## config.mk

```make
export PLATFORM = sky130hd
export DESIGN_NAME = testbus_capture
export DESIGN_NICKNAME = d
export VERILOG_FILES = /design/src/rtl/testbus_capture.sv
export SDC_FILE = /design/constraint.sdc
export NUM_CORES = 1
export LEC_CHECK = 0
export CORE_ASPECT_RATIO = 1.1
export CORE_MARGIN = 1.5
export CORE_UTILIZATION = 60
export CTS_CLUSTER_DIAMETER = 30
export CTS_CLUSTER_SIZE = 8
export DETAILED_ROUTE_END_ITERATION = 8
export GPL_ROUTABILITY_DRIVEN = 0
export PLACE_DENSITY = 0.91
export SLEW_MARGIN = 10
export SYNTH_ARGS = -nofsm -noshare
export SYNTH_HDL_FRONTEND = slang
export SYNTH_SLANG_ARGS = --single-unit
export TNS_END_PERCENT = 20
```

## constraint.sdc

```tcl
create_clock -name clk -period 3.58 [get_ports clk]
set_input_delay 0.716 -clock clk [delete_from_list [all_inputs] [get_ports clk]]
set_output_delay 0.716 -clock clk [all_outputs]
set_load 0.05 [all_outputs]
```

## src/rtl/testbus_capture.sv

```systemverilog
// Triggered capture of the datapath testbus into a small buffer, drained over valid/ready.
// Optional per-sample 16-bit timestamp when TESTBUS_CAPTURE_TSTAMP_EN is defined.
module testbus_capture #(
  parameter int W     = 16,
  parameter int DEPTH = 16,
  parameter int LW    = $clog2(DEPTH) + 1,
`ifdef TESTBUS_CAPTURE_TSTAMP_EN
  localparam int DW   = W + 16
`else
  localparam int DW   = W
`endif
) (
  input  logic          clk,
  input  logic          rst_n,
  input  logic          clk_en,
  input  logic [W-1:0]  testbus,
  input  logic          arm,
  input  logic          abort,
  input  logic [W-1:0]  trig_value,
  input  logic [W-1:0]  trig_mask,
  input  logic [LW-1:0] capture_len,
  output logic          out_valid,
  output logic [DW-1:0] out_data,
  input  logic          out_ready,
  output logic          busy,
  output logic [1:0]    state_o,
  output logic          done
);

  // state      | meaning
  // ST_IDLE    | waiting for arm
  // ST_ARMED   | watching qualified samples for the masked trigger match
  // ST_CAPTURE | storing consecutive qualified samples until L are held
  // ST_DRAIN   | streaming stored samples out, one per accepted transfer
  typedef enum logic [1:0] {
    ST_IDLE    = 2'd0,
    ST_ARMED   = 2'd1,
    ST_CAPTURE = 2'd2,
    ST_DRAIN   = 2'd3
  } state_t;

  localparam int PW = $clog2(DEPTH);

  state_t         state, state_nx;
  logic [W-1:0]   value_q, mask_q;
  logic [LW-1:0]  len_q, len_eff;
  logic [LW-1:0]  count, count_inc;
  logic [LW-1:0]  rd_cnt;
  logic [DW-1:0]  wdata;
  logic [DW-1:0]  mem [DEPTH];
  logic           trig_hit, wr_en, cap_last, xfer, last_xfer;

`ifdef TESTBUS_CAPTURE_TSTAMP_EN
  logic [15:0] ts_q;

  always_ff @(posedge clk or negedge rst_n) begin
    if (!rst_n)      ts_q <= '0;
    else if (clk_en) ts_q <= ts_q + 16'd1;
  end

  assign wdata = {ts_q, testbus};
`else
  assign wdata = testbus;
`endif

  always_comb begin
    len_eff = capture_len;
    if (capture_len == '0 || capture_len > LW'(DEPTH)) len_eff = LW'(DEPTH);
  end

  // In ARMED count is 0, so count_inc == len_q also covers the L==1 case.
  assign trig_hit  = ((testbus ^ value_q) & mask_q) == '0;
  assign wr_en     = clk_en && !abort &&
                     ((state == ST_ARMED && trig_hit) || state == ST_CAPTURE);
  assign count_inc = count + LW'(1);
  assign cap_last  = count_inc == len_q;
  assign xfer      = out_valid && out_ready;
  assign last_xfer = xfer && (rd_cnt == len_q - LW'(1));

  always_ff @(posedge clk or negedge rst_n) begin
    if (!rst_n) state <= ST_IDLE;
    else        state <= state_nx;
  end

  always_comb begin
    state_nx = state;
    case (state)
      ST_IDLE:    if (arm) state_nx = ST_ARMED;
      ST_ARMED,
      ST_CAPTURE: if (wr_en) state_nx = cap_last ? ST_DRAIN : ST_CAPTURE;
      ST_DRAIN:   if (last_xfer) state_nx = ST_IDLE;
      default:    state_nx = ST_IDLE;
    endcase
    if (abort) state_nx = ST_IDLE;
  end

  always_ff @(posedge clk) begin
    if (wr_en) mem[count[PW-1:0]] <= wdata;
  end

  always_ff @(posedge clk or negedge rst_n) begin
    if (!rst_n) begin
      value_q   <= '0;
      mask_q    <= '0;
      len_q     <= '0;
      count     <= '0;
      rd_cnt    <= '0;
      out_valid <= 1'b0;
      out_data  <= '0;
      done      <= 1'b0;
    end else begin
      done <= 1'b0;
      if (abort) begin
        count     <= '0;
        rd_cnt    <= '0;
        out_valid <= 1'b0;
      end else begin
        case (state)
          ST_IDLE: begin
            if (arm) begin
              value_q <= trig_value;
              mask_q  <= trig_mask;
              len_q   <= len_eff;
              count   <= '0;
              rd_cnt  <= '0;
            end
          end
          ST_ARMED, ST_CAPTURE: begin
            if (wr_en) begin
              count <= count_inc;
              if (cap_last) begin
                // Slot 0 is being written on this same edge when L==1.
                out_valid <= 1'b1;
                out_data  <= (count == '0) ? wdata : mem[0];
                rd_cnt    <= '0;
              end
            end
          end
          ST_DRAIN: begin
            if (last_xfer) begin
              out_valid <= 1'b0;
              done      <= 1'b1;
              count     <= '0;
              rd_cnt    <= '0;
            end else if (xfer) begin
              rd_cnt   <= rd_cnt + LW'(1);
              out_data <= mem[rd_cnt[PW-1:0] + PW'(1)];
            end
          end
          default: ;
        endcase
      end
    end
  end

  assign busy    = state != ST_IDLE;
  assign state_o = state;

endmodule

```

==> run summary <==
status - complete, no violations
DR vias/cell - 6.65
most common cell after layout, fill and taps aside - edfxtp_1
Area Growth Syn to Fin - 24.8%
first-pass GRT wire length - 57.2 mm
#FFs+latches synth - 323
drt wl/cell - 30.3 um
max-cap violations - 0
Die ar. - 0.0240 mm^2
critical-path maximum fanout - 16
Worst slew margin - 36.7%
multi-input logic area - 0.00425 mm^2
Root Buffer - clkbuf_16
sequential area share after synthesis - 67.6%
layout net count - 994
top cell type's share of synthesized area - 55.5%
Worst Tran Pin Value - 950 ps
FILL cells - 1180
Synth cell types - 63
initial antenna violation count - 2
post-synthesis cell count - 771
first drt pass iteration count - 5
ranking of synthesized cells by area - edfxtp_1, dfrtp_1, mux4_2
hold buffers post-CTS - 0
final hold vios - 0
Longest Clk Path Bufs - 3
layout cells sized above 1 - 29.5%
Final Setup Violations - 0
CTS tree - done
Post-synth EDFFs - 256
iteration-0 DRC count of the detailed router - 1190
Total GRT Usage - 33.5%
DIE WIDTH - 148 um
share of synthesized registers carrying an async set or reset - 20.7%
initial core utilization - 60.8%
met2 WL post-DR - 19.0 mm
via count of the routed design - 8458
CP endpoint kind - flop
total CTS buffers - 55
Clock Sinks - 323
Mean Syn Cell Area - 18.0 um^2
Reg2Reg Depth - 7
VDD IR max - 0.502 mV
met1 WL - 13.4 mm
Core Util, Final - 75.9%
Post-Route WL - 38.5 mm
drc violations - 0
Post-CTS Repair Setup Buffers - 0
Cell Rows - 58
skew final - 17.0 ps
Mapped Area - 0.0139 mm^2
H-tree depth - 2
Net Count, Synth - 841
Power per Cell Area - 728 mW/mm^2
min-delay worst type - in -> async
largest net degree at the start of global routing - 69
post-route ant nets - 0
crit path DAT - 3530 ps
uppermost layer routed - met5
commonest non-fill, non-tap cells in the layout - edfxtp_1, clkdlybuf4s50_1, dfrtp_1
insertion delay of the later-clocked pin in the worst-skew pair - 560 ps
Leak - 0.00621 uW
Clock transition at path regs - 50 ps
hold slack final - 305 ps
post-DP HPWL - 22.6 mm
minimum clock period - 3100 ps
post-CTS resize count - 0
Overflow after GRT - 0
max-slew violation count - 0
I/O Pins - 80
Port Buf Inserts - 79
met3 WL post-DR - 3.97 mm
Total Neg Setup Slack - 0 ps
Synth warnings - 0
register area - 0.00937 mm^2
Placed Instance Area - 0.0155 mm^2
Final Cell Area - 0.0173 mm^2
Max Freq - 0.322 GHz
number of global-route vias before repair - 8721
Die Height - 162 um
WS Path Type - reg -> reg
area leader, netlist - edfxtp_1
Core Region - 0.0228 mm^2
type of origin of the critical path - flop
final worst-path cycle share - 86.6%
RSZ-0062 raised after global routing - false
CP required - 4010 ps
Synth Flop Type - edfxtp_1
reg2reg setup slack - 480 ps
==> metal layers <==
layer / up-vias / GRT usage, %
met3: 142 / 7.96
met4: 2 / 16.7
li1: 3396 / -
met2: 680 / 54.5
met1: 4238 / 42.7
met5: - / 0
==> through the flow <==
| stage | power [uW] | cells | setup WS [ps] |
|---|---|---|---|
| after global placement | 7320 | 1167 | 178 |
| after CTS | 12600 | 1270 | 522 |
| after global routing | 12900 | 1270 | 407 |
| after floorplan | 6550 | 771 | 525 |
| after detailed placement | 7430 | 1167 | 67.6 |
| final | 12600 | 1271 | 479 |
==> state kept, by name, summed over array words and instances, names as in the netlist <==
name,count
mem,256
value_q,16
out_valid,1
len_q,5
count,5
done,1
rd_cnt,5
state_o,2
mask_q,16
out_data,16
==> critical path, stage by stage, from the launching register on <==
cell	delay, ps
dfrtp_1	470
ha_1	310
nor3b_1	170
o21a_1	230
o311ai_4	480
nor3_2	120
o21ai_4	760
mux2_2	420
==> Yosys cell counts (all sizes together), types with 2 or more instances <==
cell type,n
or2,3
nor2,5
xor2,21
nand2,37
a2111oi,2
ha,11
and3,17
a21oi,5
xnor2,7
mux2i,37
a21boi,2
a211oi,2
mux4,64
nor2b,7
o211ai,17
clkbuf,19
mux2,64
nor4,2
nand4,5
nand3,6
dfrtp,67
o41ai,2
a22oi,8
a21o,2
nand2b,8
buf,21
nand3b,2
nand4b,4
nor3,6
edfxtp,256
o31ai,8
o21ai,26
inv,14
==> report_power, final <==
part           switching, uW  leakage (uW)  total, uW  internal (uW)
clock network           1760      0.000884       5110           3350
registers                292       0.00312       4700           4410
logic                   1600       0.00221       2770           1160
==> cells by family (layout without fill, tap and decap cells) <==
| kind of cell | Yosys count | count (layout) | synth area share (%) |
|---|---|---|---|
| AOI/OAI and AO/OA | 81 | 81 | 4.60 |
| xor gates and xnor gates | 28 | 28 | 1.77 |
| adders and majority gates | 11 | 11 | 0.994 |
| buffers and inverters | 54 | 253 | 1.99 |
| DFF | 323 | 323 | 67.6 |
| muxes | 165 | 165 | 18.6 |
| other | 0 | 1 | 0 |
| and+or+nand+nor | 109 | 109 | 4.50 |
==> layout make-up <==
cell class / count / area share, %
flip-flops and latches: 323 / 54.2
multi-input cells: 394 / 24.6
clock buffers: 87 / 9.30
repair buffers: 136 / 8.26
well taps: 300 / 2.17
clock inverters: 16 / 1.18
inverters: 14 / 0.304
diodes: 1 / 0.0145
==> final timing paths <==
check                       startpoint           to
max                           count[0]  out_data[3]
min                              rst_n     len_q[4]
max reg2reg                   count[0]  out_data[3]
min reg2reg                out_data[4]  out_data[4]
max in group asynchronous        rst_n    rd_cnt[0]
min in group clk           out_data[4]  out_data[4]
No activity file was read; power rests on OpenSTA's default activity.
